[config.mk]
export PLATFORM = sky130hd
export DESIGN_NAME = instruction_encoder
export DESIGN_NICKNAME = d
export VERILOG_FILES = /design/src/rtl/instr_enc_pkg.sv /design/src/rtl/instruction_encoder_instr_pack.sv /design/src/rtl/instruction_encoder.sv
export SDC_FILE = /design/constraint.sdc
export NUM_CORES = 1
export LEC_CHECK = 0
export BUFFER_PORTS_ARGS = -buffer_cell sky130_fd_sc_hd__buf_2
export CORE_UTILIZATION = 50
export DETAILED_ROUTE_END_ITERATION = 12
export PLACE_DENSITY = 0.84
export SETUP_SLACK_MARGIN = 0.05
export SLEW_MARGIN = 5
export SYNTH_ARGS = -nofsm -noshare
export SYNTH_HDL_FRONTEND = slang
export SYNTH_HIERARCHICAL = 1
export SYNTH_SLANG_ARGS = --single-unit
[constraint.sdc]
create_clock -name clk -period 2.8 [get_ports clk]
set_input_delay 0.28 -clock clk [delete_from_list [all_inputs] [get_ports clk]]
set_output_delay 0.28 -clock clk [all_outputs]
set_load 0.05 [all_outputs]
[src/rtl/instr_enc_pkg.sv]
// Shared types and constants for the RV32I instruction encoder.
// Opcodes, format and FSM state enums, and the canonical nop word.
package instr_enc_pkg;

  localparam logic [6:0] OP_R      = 7'b0110011;
  localparam logic [6:0] OP_IMM    = 7'b0010011;
  localparam logic [6:0] OP_LOAD   = 7'b0000011;
  localparam logic [6:0] OP_JALR   = 7'b1100111;
  localparam logic [6:0] OP_STORE  = 7'b0100011;
  localparam logic [6:0] OP_BRANCH = 7'b1100011;
  localparam logic [6:0] OP_LUI    = 7'b0110111;
  localparam logic [6:0] OP_AUIPC  = 7'b0010111;
  localparam logic [6:0] OP_JAL    = 7'b1101111;

  localparam logic [31:0] NOP = 32'h0000_0013;

  typedef enum logic [2:0] {
    FMT_R,
    FMT_I,
    FMT_S,
    FMT_B,
    FMT_U,
    FMT_J,
    FMT_ILL
  } fmt_e;

  typedef enum logic [1:0] {
    S_IDLE,
    S_LOAD,
    S_DONE
  } state_e;

endpackage

[src/rtl/instruction_encoder_instr_pack.sv]
// Combinational packer: fields + semantic imm -> {word, fmt, err}.
// err flags immediate range violations (INSTR_ENC_IMM_CHECK_EN only).
module instr_pack
  import instr_enc_pkg::*;
(
  input  logic [6:0]  opcode,
  input  logic [2:0]  funct3,
  input  logic [6:0]  funct7,
  input  logic [4:0]  rs1,
  input  logic [4:0]  rs2,
  input  logic [4:0]  rd,
  input  logic [31:0] imm,
  output logic [31:0] word,
  output fmt_e        fmt,
  output logic        err
);

  logic shamt;

  // slli/srli/srai carry funct7 in the upper bits
  assign shamt = (opcode == OP_IMM) &&
                 (funct3[1:0] == 2'b01);

  always_comb begin
    fmt = FMT_ILL;
    unique case (1'b1)
      opcode == OP_R:      fmt = FMT_R;
      opcode == OP_IMM,
      opcode == OP_LOAD,
      opcode == OP_JALR:   fmt = FMT_I;
      opcode == OP_STORE:  fmt = FMT_S;
      opcode == OP_BRANCH: fmt = FMT_B;
      opcode == OP_LUI,
      opcode == OP_AUIPC:  fmt = FMT_U;
      opcode == OP_JAL:    fmt = FMT_J;
      default:             fmt = FMT_ILL;
    endcase
  end

  always_comb begin
    word = NOP;
    unique case (fmt)
      FMT_R: word = {funct7, rs2, rs1,
                     funct3, rd, opcode};
      FMT_I: begin
        if (shamt)
          word = {funct7, imm[4:0], rs1,
                  funct3, rd, opcode};
        else
          word = {imm[11:0], rs1,
                  funct3, rd, opcode};
      end
      FMT_S: word = {imm[11:5], rs2, rs1,
                     funct3, imm[4:0], opcode};
      FMT_B: word = {imm[12], imm[10:5], rs2,
                     rs1, funct3, imm[4:1],
                     imm[11], opcode};
      FMT_U: word = {imm[31:12], rd, opcode};
      FMT_J: word = {imm[20], imm[10:1],
                     imm[11], imm[19:12],
                     rd, opcode};
      default: word = NOP;
    endcase
  end

`ifdef INSTR_ENC_IMM_CHECK_EN
  logic s12, s13, s21;

  // in range when all bits above the sign bit match it
  assign s12 = (imm[31:11] == '0) ||
               (imm[31:11] == '1);
  assign s13 = (imm[31:12] == '0) ||
               (imm[31:12] == '1);
  assign s21 = (imm[31:20] == '0) ||
               (imm[31:20] == '1);

  always_comb begin
    err = 1'b0;
    unique case (fmt)
      FMT_I,
      FMT_S:   err = !s12;
      FMT_B:   err = !s13 || imm[0];
      FMT_J:   err = !s21 || imm[0];
      FMT_U:   err = (imm[11:0] != '0);
      default: err = 1'b0;
    endcase
  end
`else
  assign err = 1'b0;
`endif

endmodule

[src/rtl/instruction_encoder.sv]
// RV32I encoder and program-load streamer; bursts bounded by start/len.
// Optional macro INSTR_ENC_IMM_CHECK_EN adds immediate range errors.
module instruction_encoder
  import instr_enc_pkg::*;
#(
  parameter int ADDR_W = 32,
  parameter int CNT_W  = 16,
  parameter logic [ADDR_W-1:0] BASE_ADDR = '0
) (
  input  logic              clk,
  input  logic              rst,
  input  logic              start,
  input  logic [CNT_W-1:0]  len,
  input  logic              in_valid,
  output logic              in_ready,
  input  logic [6:0]        opcode,
  input  logic [2:0]        funct3,
  input  logic [6:0]        funct7,
  input  logic [4:0]        rs1,
  input  logic [4:0]        rs2,
  input  logic [4:0]        rd,
  input  logic [31:0]       imm,
  output logic              out_valid,
  input  logic              out_ready,
  output logic [31:0]       out_instr,
  output logic [ADDR_W-1:0] out_addr,
  output logic              out_err,
  output logic              busy,
  output logic              done
);

  state_e           state;
  logic [CNT_W-1:0] len_q;
  logic [CNT_W-1:0] accepted;
  logic [CNT_W-1:0] emitted;

  logic [31:0] pk_word;
  fmt_e        pk_fmt;
  logic        pk_err;
  logic        acc;
  logic        emit;
  logic        last;

  instr_pack u_pack (
    .opcode (opcode),
    .funct3 (funct3),
    .funct7 (funct7),
    .rs1    (rs1),
    .rs2    (rs2),
    .rd     (rd),
    .imm    (imm),
    .word   (pk_word),
    .fmt    (pk_fmt),
    .err    (pk_err)
  );

  assign in_ready = (state == S_LOAD) &&
                    (!out_valid || out_ready) &&
                    (accepted < len_q);
  assign acc  = in_valid && in_ready;
  assign emit = out_valid && out_ready;
  assign last = (emitted + CNT_W'(1)) == len_q;

  always_ff @(posedge clk) begin
    if (rst) begin
      state     <= S_IDLE;
      len_q     <= '0;
      accepted  <= '0;
      emitted   <= '0;
      out_valid <= 1'b0;
      out_instr <= '0;
      out_addr  <= BASE_ADDR;
      out_err   <= 1'b0;
      busy      <= 1'b0;
      done      <= 1'b0;
    end else begin
      unique case (state)
        S_IDLE: begin
          if (start) begin
            if (len != '0) begin
              state    <= S_LOAD;
              busy     <= 1'b1;
              len_q    <= len;
              accepted <= '0;
              emitted  <= '0;
            end else begin
              state <= S_DONE;
              done  <= 1'b1;
            end
          end
        end
        S_LOAD: begin
          if (acc) begin
            out_valid <= 1'b1;
            out_instr <= pk_word;
            out_err   <= pk_err ||
                         (pk_fmt == FMT_ILL);
            out_addr  <= BASE_ADDR +
                         (ADDR_W'(accepted) << 2);
            accepted  <= accepted + CNT_W'(1);
          end else if (emit) begin
            out_valid <= 1'b0;
          end
          if (emit) begin
            emitted <= emitted + CNT_W'(1);
            // final word cannot coincide with an accept
            if (last) begin
              state <= S_DONE;
              busy  <= 1'b0;
              done  <= 1'b1;
            end
          end
        end
        S_DONE: begin
          state <= S_IDLE;
          done  <= 1'b0;
        end
        default: state <= S_IDLE;
      endcase
    end
  end

endmodule

==> summary.md <==
| Metric | Value |
|---|---|
| Status | complete, but fails checks |
| Failing checks | design-rule violations |
| Max cap viols | 0 |
| Kind of critical path | register to register |
| Final setup viols | 0 |
| R2R cell count | 10 |
| # DRC | 18 |
| Vias in the first global route | 5565 |
| Total Power | 3.35 mW |
| Largest cells by area after synthesis | dfxtp_1 34%, a21oi_1 8.1%, nand2_1 7.8% |
| Static Leak | 3.09 nW |
| RSZ-0062 raised after global routing | no |
| Post-route setup slack | 0.205 ns |
| I/O pins | 154 |
| Synth Cell Area | 5950 sq um |
| Crit. End Element | register |
| Worst-Margin Slew | 0.698 ns |
| Largest net degree at the start of global routing | 59 |
| WHS Path Cells | 3 |
| Final GP Congestion | 0.949 |
| Final Hold Fails | 0 |
| TritonCTS clock tree | done |
| Count of different cell masters after synthesis | 74 |
| DIE AREA | 12300 sq um |
| IO buf count | 137 |
| Placed insts | 1036 |
| Worst hold path endpoint | len_q[5] |
| VDD IR max | 0.000390 V |
| Worst slew margin | 53.5% |
| Worst skew pair latency | 0.35 ns |
| Post-DP HPWL | 11700 um |
| Pre-CTS setup slack | 0.0335 ns |
| Commonest non-fill, non-tap cell in the layout | buf_2 |
| Crit-path max FO | 4 |
| Clock Skews | 0.00825 ns |
| Area Overhead vs Synth | 21.7% |
| Final Max Tran Viols | 0 |
| Die H | 111 um |
| Routed len/inst | 15.2 um |
| Fin Hold WS | 0.176 ns |
| Post-DR vias/cell | 5.60 |
| Final Util | 62.9% |
| CTS Buf Count | 9 |
| CP Launch Type | register |
| Worst hold start | len[5] |
| Die Wd | 111 um |
| EDFF count, synth | 0 |
| DRT Pass-1 Iters | 11 |
| Top-area cell type share of the netlist area | 34.3% |
| R2R Setup Slk | 0.21 ns |
| Antenna Violating Nets Remaining | 0 |
| Ys Warns | 6 |
| Peak Freq | 385 MHz |
| Reg2Reg Capture Point | accepted[5] |
| Initial DRC count | 369 |
| CTS root buf | clkbuf_16 |
| Main synth FF type | dfxtp_1 |
| H-tree levels | 3 |
| Clk slew on worst S/H paths | 0.07 ns |
| Rows | 39 |
| Min cycle time layout | 2.59 ns |
| Cells after Synth | 767 |
| Area leader, netlist | dfxtp_1 |
| WP data arrival | 2.88 ns |
| Nets@finish | 1010 |
| Synth async-reset ratio | 0% |
| Vias | 5908 |
| Core ar. | 11500 sq um |
| Post-Layout Cell Count | 1055 |
| Critical Path RT | 3.08 ns |
| Initial Utilization | 51.7% |
| DP Area | 6850 sq um |
| Clock buffer depth | 2 |
| Count of state elements after synthesis | 102 |
| Initial antenna violation count | 0 |
| Share of cells above drive strength 1 | 25.0% |
| Sequential-to-total area share from yosys stat | 34.3% |
| PD cells | 463 nW/um^2 |
| Synthesized area per cell | 7.76 sq um |
| First-pass GRT wire length | 26200 um |
| Post-route cell area | 7240 sq um |
| Grt ovf | 0 |
| Ant diodes | 0 |
| Reg-to-reg critical path startpoint | len_q[13] |
| Hold Path Class | input port to register |
| Setup TNS | 0 ns |
| Total track usage | 26.0% |
| Fin crit share | 92.7% |
| Commonest cells after routing, fill and taps aside | 137 x buf_2, 124 x nand2_1, 101 x dfxtp_1 |
| WL final | 16000 um |
| # clock sinks | 102 |
-- cell usage after synthesis, types with 11 or more instances --
library cell and instances:
a21o_1 13, a21oi_1 96, buf_2 15, buf_4 19
clkbuf_1 25, dfxtp_1 102, ha_1 18, inv_1 25
mux2i_1 26, nand2_1 124, nand3_1 20, nor2_1 71
o21ai_0 26, or3_1 11, xnor2_1 15
-- worst max path at each step --
stage	from	endpoint	slack (ns)
final	len_q[13]	accepted[5]	0.21
after global routing	len_q[13]	accepted[6]	0.05
after CTS	len_q[13]	accepted[8]	0.05
after global placement	len_q[13]	accepted[14]	0.11
after floorplan	len_q[13]	accepted[5]	0.34
after detailed placement	len_q[13]	accepted[14]	0.03
-- logic make-up (layout without fill, tap and decap cells) --
family                   after synthesis  after routing  share of synthesized area [%]
XOR/XNOR                              20             20                           2.94
AND/OR/NAND/NOR                      312            312                           25.6
other                                  2             17                          0.126
adder cells (fa/ha/maj)               18             18                           3.79
flip-flops                           102            102                           34.3
buffers and inverters                 87            217                           7.17
multiplexers                          29             29                           4.94
AO/OA/AOI/OAI                        197            197                           21.1
-- power by group --
group          internal, mW  switching [mW]
Clock                 0.732           0.592
Sequential             1.48          0.0231
Combinational         0.194           0.336
Total                  2.40           0.952
-- state kept, by name, summed over array words and instances (netlist names), 2 cells and up --
signal	cells
emitted	16
accepted	16
state	2
len_q	16
out_instr	32
out_addr	16
-- cell type report --
type                    count  area, sq um
clock buffers              10          239
flip-flops and latches    102         2040
repair buffers            174         1010
well taps                 143          179
multi-input cells         593         3590
clock inverters             6         75.1
fillers                  1025         4270
inverters                  27          104
-- worst max-delay path, cell delays in order, from the launching register on --
cell and delay (ns):
dfxtp_2 0.34, inv_1 0.06, ha_4 0.24, a21o_1 0.16, a21o_1 0.20, a2111oi_4 0.31, and2_4 0.20, o211ai_1 0.16
buf_4 0.21, or4_4 0.51, a21oi_2 0.14
-- per-layer routing --
metal | vias to the layer above | global-route usage, % | part of all wire [%]
li1 | 2951 | - | -
met1 | 2736 | 32.9 | 45
met2 | 194 | 43.6 | 47
met3 | 27 | 5.63 | 6.2
met4 | 0 | 9.46 | 2.0
met5 | - | 0 | 0
-- timing repair --
item	CTS	global route
setup buffers	2	1
endpoints found under the hold margin	0	0
resized for setup	0	10
hold buffers	0	0
pin swaps	1	3
endpoints found under the setup margin	14	15
No activity file was read; power rests on OpenSTA's default activity.
